### src/rtl/muldiv_sequencer_pkg.sv
// Shared encodings for the iterative multiply/divide sequencer.
package muldiv_sequencer_pkg;
  localparam logic OP_MULU = 1'b0;
  localparam logic OP_DIVU = 1'b1;

  localparam int ITER_CYCLES = 32;
  localparam int CNT_W       = 5;

  typedef enum logic [1:0] {
    ST_IDLE = 2'd0,
    ST_LOAD = 2'd1,
    ST_ITER = 2'd2,
    ST_DONE = 2'd3
  } state_t;
endpackage

### src/rtl/muldiv_sequencer_rca.sv
// Plain ripple-carry adder; the sequencer's only arithmetic resource.
module ripple_carry_adder #(
  parameter int WIDTH = 32
) (
  input  logic [WIDTH-1:0] a,
  input  logic [WIDTH-1:0] b,
  input  logic             cin,
  output logic [WIDTH-1:0] sum,
  output logic             cout
);
  logic [WIDTH:0] c;

  always_comb begin
    c    = '0;
    sum  = '0;
    c[0] = cin;
    for (int i = 0; i < WIDTH; i++) begin
      sum[i]   = a[i] ^ b[i] ^ c[i];
      c[i + 1] = (a[i] & b[i]) | (a[i] & c[i]) | (b[i] & c[i]);
    end
    cout = c[WIDTH];
  end
endmodule

### src/rtl/muldiv_sequencer.sv
// Shift-add unsigned multiplier and restoring divider sharing one adder,
// sequenced by a four-state FSM with a 5-bit down-counter.
//
// state | meaning
// IDLE  | waiting for start; operands captured on the accepting edge
// LOAD  | working register initialised, counter loaded with 31
// ITER  | one multiply/divide step per cycle, 32 cycles
// DONE  | one-cycle done pulse, results valid
module muldiv_sequencer
  import muldiv_sequencer_pkg::*;
#(
  parameter int WIDTH    = 32,
  parameter int DBZ_FAST = 1
) (
  input  logic             clk,
  input  logic             rst_n,
  input  logic             start,
  input  logic             op,
  input  logic [WIDTH-1:0] a,
  input  logic [WIDTH-1:0] b,
  output logic             busy,
  output logic             done,
  output logic [WIDTH-1:0] result_lo,
  output logic [WIDTH-1:0] result_hi,
  output logic             dbz
);
  state_t             state;
  logic [CNT_W-1:0]   cnt;
  logic [WIDTH-1:0]   a_q, b_q;
  logic               op_q;
  logic [2*WIDTH-1:0] work;

  logic [WIDTH-1:0]   add_a, add_b, add_sum;
  logic               add_cin, add_cout;
  logic [WIDTH-1:0]   rem_sh;
  logic               take;
  logic [WIDTH:0]     mul_hi;
  logic [2*WIDTH:0]   mul_cat;
  logic [2*WIDTH-1:0] mul_next, div_next, work_next;

  // Divide: {rem, quo} shifted left; the bit shifted out of rem forces a take.
  assign rem_sh  = work[2*WIDTH-2:WIDTH-1];
  assign add_a   = (op_q == OP_DIVU) ? rem_sh : work[2*WIDTH-1:WIDTH];
  assign add_b   = (op_q == OP_DIVU) ? ~b_q : b_q;
  assign add_cin = (op_q == OP_DIVU);

  ripple_carry_adder #(.WIDTH(WIDTH)) u_adder (
    .a    (add_a),
    .b    (add_b),
    .cin  (add_cin),
    .sum  (add_sum),
    .cout (add_cout)
  );

  assign take     = add_cout | work[2*WIDTH-1];
  assign div_next = {(take ? add_sum : rem_sh), work[WIDTH-2:0], take};

  assign mul_hi    = work[0] ? {add_cout, add_sum} : {1'b0, work[2*WIDTH-1:WIDTH]};
  assign mul_cat   = {mul_hi, work[WIDTH-1:0]};
  assign mul_next  = mul_cat[2*WIDTH:1];
  assign work_next = (op_q == OP_DIVU) ? div_next : mul_next;

  always_ff @(posedge clk or negedge rst_n) begin
    if (!rst_n) begin
      state     <= ST_IDLE;
      cnt       <= '0;
      a_q       <= '0;
      b_q       <= '0;
      op_q      <= OP_MULU;
      work      <= '0;
      busy      <= 1'b0;
      done      <= 1'b0;
      dbz       <= 1'b0;
      result_lo <= '0;
      result_hi <= '0;
    end else begin
      case (state)
        ST_IDLE: begin
          done <= 1'b0;
          if (start) begin
            a_q   <= a;
            b_q   <= b;
            op_q  <= op;
            busy  <= 1'b1;
            state <= ST_LOAD;
          end
        end
        ST_LOAD: begin
          work <= {{WIDTH{1'b0}}, a_q};
          cnt  <= CNT_W'(ITER_CYCLES - 1);
          if (op_q == OP_DIVU && b_q == '0 && DBZ_FAST != 0) begin
            busy      <= 1'b0;
            done      <= 1'b1;
            dbz       <= 1'b1;
            result_lo <= '1;
            result_hi <= a_q;
            state     <= ST_DONE;
          end else begin
            state <= ST_ITER;
          end
        end
        ST_ITER: begin
          work <= work_next;
          if (cnt == '0) begin
            busy      <= 1'b0;
            done      <= 1'b1;
            dbz       <= (op_q == OP_DIVU) && (b_q == '0);
            result_lo <= work_next[WIDTH-1:0];
            result_hi <= work_next[2*WIDTH-1:WIDTH];
            state     <= ST_DONE;
          end else begin
            cnt <= cnt - 1'b1;
          end
        end
        ST_DONE: begin
          done  <= 1'b0;
          state <= ST_IDLE;
        end
        default: state <= ST_IDLE;
      endcase
    end
  end
endmodule

### config.mk
export PLATFORM = sky130hd
export DESIGN_NAME = muldiv_sequencer
export DESIGN_NICKNAME = d
export VERILOG_FILES = /design/src/rtl/muldiv_sequencer_pkg.sv /design/src/rtl/muldiv_sequencer_rca.sv /design/src/rtl/muldiv_sequencer.sv
export SDC_FILE = /design/constraint.sdc
export NUM_CORES = 1
export LEC_CHECK = 0
export ABC_AREA = 1
export CAP_MARGIN = 20
export CELL_PAD_IN_SITES_DETAIL_PLACEMENT = 1
export CELL_PAD_IN_SITES_GLOBAL_PLACEMENT = 2
export CORE_UTILIZATION = 30
export CTS_CLUSTER_DIAMETER = 80
export DETAILED_ROUTE_END_ITERATION = 8
export GPL_TIMING_DRIVEN = 0
export PLACE_DENSITY = 0.83
export SYNTH_ARGS = -nofsm -noshare
export SYNTH_HDL_FRONTEND = slang
export SYNTH_HIERARCHICAL = 1
export SYNTH_SLANG_ARGS = --single-unit
### constraint.sdc
create_clock -name clk -period 14.11 [get_ports clk]
set_clock_uncertainty 0.05 [all_clocks]
set_input_delay 2.822 -clock clk [delete_from_list [all_inputs] [get_ports clk]]
set_output_delay 2.822 -clock clk [all_outputs]
set_load 0.03 [all_outputs]
[Word-level counts from Yosys, hierarchy flattened]
Cells that the tools add are included.
Word-level totals
  input bits: 68
  bits in latches: 0
  bits in writable memories: 0
  bits in registers: 203
  logic and storage cells: 285
  output and inout bits: 67
  memories: 0
  ROM bits: 0
Cells by class
  eq/ne operators: 7
  shift operators: 0
  reduce and logical (&&, ||, !) cells: 13
  magnitude comparators: 0
  multiply operators: 0
  div/mod/pow operators: 0
  muxes and demuxes: 27
  $add $sub $neg: 1
  bitwise gates (word level): 226
Operators by type and width (count)
  32-bit 2-to-1 mux: 7
  32-bit one-hot mux with 2 select lines: 2
  64-bit one-hot mux with 2 select lines: 1
  1-bit bitwise AND: 96
  1-bit bitwise OR: 65
  64-bit 2-to-1 mux: 1
  1-bit XOR: 64
  33-bit 2-to-1 mux: 1
  32-bit zero test: 1
  32-bit inverter: 1
  5-bit one-hot mux with 2 select lines: 1
  2-bit inequality test (second input constant): 4
  2-bit one-hot mux with 4 select lines: 1
  2-bit AND reduction: 4
  1-bit 2-to-1 mux: 7
  1-bit one-hot mux with 3 select lines: 2
  5-bit zero test: 1
  5-bit 2-to-1 mux: 1
  5-bit by 1-bit subtractor with 5-bit output (second input constant): 1
  2-bit == test (second input constant): 2
  2-bit 2-to-1 mux: 2
  4-bit AND reduction: 1
  3-bit AND reduction: 1
  3-bit nonzero test: 1
  6 further kinds: 6

[Longest topological paths before layout]
  depth in word-level cells: 103
  gate-level depth with buffers: 50
  gate-level depth less buffers: 49

[Cells and area by module]
Netlist, hierarchy kept.
By module, submodules not included
  muldiv_sequencer: seq. area each 5079.9 um2, cells each 1327, area each 10390.0 um2, instances 1
  ripple_carry_adder: seq. area each 0.0 um2, cells each 42, area each 678.2 um2, instances 1

[Least setup slack after synthesis]
OpenSTA, ideal clock, no wires.
  path kind: reg2reg
  start: register op_q (netlist: add_cin)
  end: register result_hi[20]
  cell stages (with the launch flop): 49
  period minus slack after synthesis: 14.088 ns
  setup time: 0.066 ns
  slack: 0.022 ns
  buffers on the path: 4
  required time: 13.994 ns
  arrival time: 13.972 ns
  path through: dfrtp_1 clkbuf_1 clkbuf_1 xor2_1 inv_1 fa_1 inv_1 fa_1 fa_1 fa_1 fa_1 fa_1 fa_1 fa_1 fa_1 fa_1 fa_1 fa_1 [... 13 more ...] fa_1 fa_1 fa_1 fa_1 fa_1 fa_1 inv_1 fa_1 inv_1 nor2_1 nor2_1 clkbuf_1 clkbuf_1 o21ai_0 nand2_1 o21ai_0 nand3_1 nand2_1
On the way
  word-level cells in the longest chain between the ends: 102
  elaborated cells between the ends (all ways): 175
  classes of those cells: 1 x eq/ne; 7 x mux; 165 x bitwise; 2 x reduce/logical
Ends and longest elaborated chain
  start: declaration: line muldiv_sequencer.sv:30  | logic op_q;
  start signal: assignment: line muldiv_sequencer.sv:83  | op_q <= op;
  32-bit 2-to-1 mux *: line muldiv_sequencer.sv:44  | assign add_b = (op_q == OP_DIVU) ? ~b_q : b_q;
  named net add_b[0]: line muldiv_sequencer.sv:33  | logic [WIDTH-1:0] add_a, add_b, add_sum;
  1-bit bitwise AND: line muldiv_sequencer_rca.sv:19  | c[i + 1] = (a[i] & b[i]) | (a[i] & c[i]) | (b[i] & c[i]);
  1-bit bitwise OR: line muldiv_sequencer_rca.sv:19
  1-bit bitwise OR *: line muldiv_sequencer_rca.sv:19
  1-bit bitwise AND: line muldiv_sequencer_rca.sv:19
  1-bit bitwise OR: line muldiv_sequencer_rca.sv:19
  1-bit bitwise OR *: line muldiv_sequencer_rca.sv:19
  [... 88 more ...]
  1-bit bitwise OR: line muldiv_sequencer_rca.sv:19
  1-bit bitwise OR *: line muldiv_sequencer_rca.sv:19
  named net add_cout: line muldiv_sequencer.sv:34  | logic add_cin, add_cout;
  1-bit bitwise OR *: line muldiv_sequencer.sv:55  | assign take = add_cout | work[2*WIDTH-1];
  32-bit 2-to-1 mux *: line muldiv_sequencer.sv:56  | assign div_next = {(take ? add_sum : rem_sh), work[WIDTH-2:0], take};
  64-bit 2-to-1 mux *: line muldiv_sequencer.sv:61  | assign work_next = (op_q == OP_DIVU) ? div_next : mul_next;
  32-bit 2-to-1 mux *: line muldiv_sequencer.sv:104  | if (cnt == '0) begin
  32-bit one-hot mux with 2 select lines *: line muldiv_sequencer.sv:77  | case (state)
  end signal: assignment: line muldiv_sequencer.sv:96  | result_hi <= a_q;
  end signal: assignment: line muldiv_sequencer.sv:109  | result_hi <= work_next[2*WIDTH-1:WIDTH];
  end: declaration: line muldiv_sequencer.sv:24  | output logic [WIDTH-1:0] result_hi,
The timed path passes the listed nets; every way through them passes the cells marked *. The select of a mux whose other input is x is not followed.
A chain may end at the register's enable or synchronous reset.

[Final worst setup path]
  start: register op_q (netlist: add_cin)
  end: register result_hi[28]
Same word-level chain as after synthesis.

==> flow_metrics.tcl <==
set metrics [dict create \
    startpoint "add_cin" \
    drc 0 \
    detailed_place_hpwl_um 30800 \
    root_buffer "clkbuf_16" \
    n_antenna_cell 0 \
    avgSynthCellArea_sq_um 8.08 \
    min_path_type "reg -> reg" \
    cts_buffers 26 \
    rsz0062_at_grt "no" \
    netlist_top_cells_area "dfrtp_1 (46%), nand2_1 (12%), o21ai_0 (6.8%)" \
    slew_headroom 0.430 \
    die_area_sq_um 37700 \
    area_growth_pct 27.7 \
    routabilityCongestion 0.870 \
    crit_type "reg -> reg" \
    status "complete, no violations" \
    initial_core_util 0.308 \
    crit_path_start_kind "register" \
    num_io_pins 135 \
    synth_top_area_frac 0.459 \
    cts_sinks 203 \
    fin_setup_tns_ps 0 \
    path_max_fanout 10 \
    cap_violations 0 \
    fin_crit_sh 0.976 \
    worst_slack_ps 334 \
    hold_viol 0 \
    grt_pass1_vias 10989 \
    post_drt_via_cell_ratio 5.07 \
    r2r-start "add_cin" \
    synthCells 1369 \
    path_clk_slew_ps 60 \
    ys_seq_elements 203 \
    yosysWarningCount 6 \
    final_common_cell "nand2_1" \
    grt_max_degree 114 \
    die_y_um 194 \
    fmax_ghz 0.0726 \
    num_rows 69 \
    wl_per_cell_um 20.3 \
    cp_common_cell "fa_2" \
    antenna_found_initial 0 \
    slowest_stage "dfrtp_2" \
    dieWidth_um 194 \
    first_pass_iters 5 \
    pre_cts_ws_ps -2240 \
    reg2reg_setup_slack_ps 330 \
    synth_cell_types 23 \
    slew_violations 0 \
    via_count 10215 \
    clk_latency_ps 550 \
    timing.hold.ws_ps 419 \
    ys_seq_area_frac 0.459 \
    htreeDepth 1 \
    final.min_clock_period_ps 13780 \
    nNetsFinal 1640 \
    drive_gt1_frac 0.0965 \
    synth_area_sq_um 11100 \
    wl_um 40900 \
    grt_overflow 0 \
    groute.usage.overall 0.219 \
    setup_viol 0 \
    yosys.area.top_type "dfrtp_1" \
    grt_pass1_wl_um 64300 \
    cts_buffer_depth 3 \
    drtAntennaViolNets 0 \
    rr_worst_depth 48 \
    worstMarginPinSlew_ps 854 \
    syn_nets 1475 \
    drtIter0Drc 549 \
    coreArea_sq_um 35900 \
    worstHoldStart "result_lo[7]" \
    io_buffer_count 134 \
    slowest_delay_ps 440 \
    end_kind "register" \
    cp.arrival_ps 14210 \
    layout_common_cells "nand2_1 (355), dfrtp_1 (202), o21ai_0 (140)" \
    crit_required_ps 14540 \
    hold_depth 2 \
    cts_tree "done" \
]
## worst paths after layout
check / endpoint
worst max-delay path: result_hi[28]
worst min-delay path: result_lo[7]
worst max register to register: result_hi[28]
worst min register to register: result_lo[7]
max in group asynchronous: work[58]
min in group asynchronous: result_hi[3]
## logic make-up (layout without fill, tap and decap cells)
logic type | Yosys count | count (layout) | share of synthesized area
AOI/OAI and AO/OA | 314 | 314 | 0.152
xor gates and xnor gates | 31 | 31 | 0.0245
adders and majority gates | 38 | 38 | 0.0647
buffers and inverters | 194 | 379 | 0.0685
DFF | 203 | 203 | 0.459
muxes | 33 | 33 | 0.0336
and+or+nand+nor | 556 | 556 | 0.197
## through the flow
step | utilization | instances | cell area (sq um)
floorplan | - | 1369 | 11100
global route | 0.394 | 2015 | 14100
CTS | 0.392 | 2015 | 14100
finish | 0.394 | 2015 | 14100
detailed placement | 0.362 | 1965 | 13000
global placement | 0.362 | 1964 | 13000
## per-layer routing
| layer | global-route usage | vias to the layer above | wire [um] |
|---|---|---|---|
| met5 | 0 | - | 0 |
| met4 | 0.0556 | 0 | 961 |
| met3 | 0.0245 | 57 | 1390 |
| met2 | 0.375 | 197 | 19800 |
| met1 | 0.293 | 5184 | 18700 |
| li1 | - | 4777 | - |
## synth_stat cells
library cell,count
a21oi_1,111
buf_1,14
buf_2,18
buf_4,2
clkbuf_1,57
clkinv_1,2
dfrtp_1,203
fa_1,32
ha_1,6
inv_1,99
inv_2,2
mux2_2,33
nand2_1,361
nand3_1,75
nor2_1,117
nor3_1,2
o211ai_1,42
o21ai_0,150
o21ai_1,8
o21bai_2,1
o22ai_1,2
or2_2,1
xor2_1,31
## area by class of cell
cell class	count	area, sq um
plain buffers	91	429
clock buffers	34	691
clock inverters	14	243
fillers	4291	21800
inverters	103	387
multi-input cells	972	5340
flip-flops and latches	203	5080
well taps	461	577
repair buffers	137	1390
## flip-flops by register name, indices dropped and copies added, names as in the netlist
| name | count |
|---|---|
| state | 2 |
| result_lo | 32 |
| a_q | 32 |
| cnt | 5 |
| b_q | 32 |
| result_hi | 32 |
| add_cin | 1 |
| work | 64 |
| done | 1 |
| busy | 1 |
| dbz | 1 |
## worst max-delay path, delay by kind of cell, from the launching register on
family | cells | cell delay, ps
buf+inv | 8 | 1030
compound gates | 2 | 250
xor+xnor | 1 | 160
fa+ha+maj | 32 | 11190
flops | 1 | 440
simple gates | 5 | 530
## repair_timing
action / CTS / global route
pin swaps: 5 / 7
setup buffers: 2 / 0
hold buffers: 0 / 0
endpoints found under the setup margin: 66 / 66
resized for setup: 41 / 32
cloned: 0 / 0
Power is not shown: default switching activity piles up to over one toggle a cycle in this logic, so the estimate is an artifact.
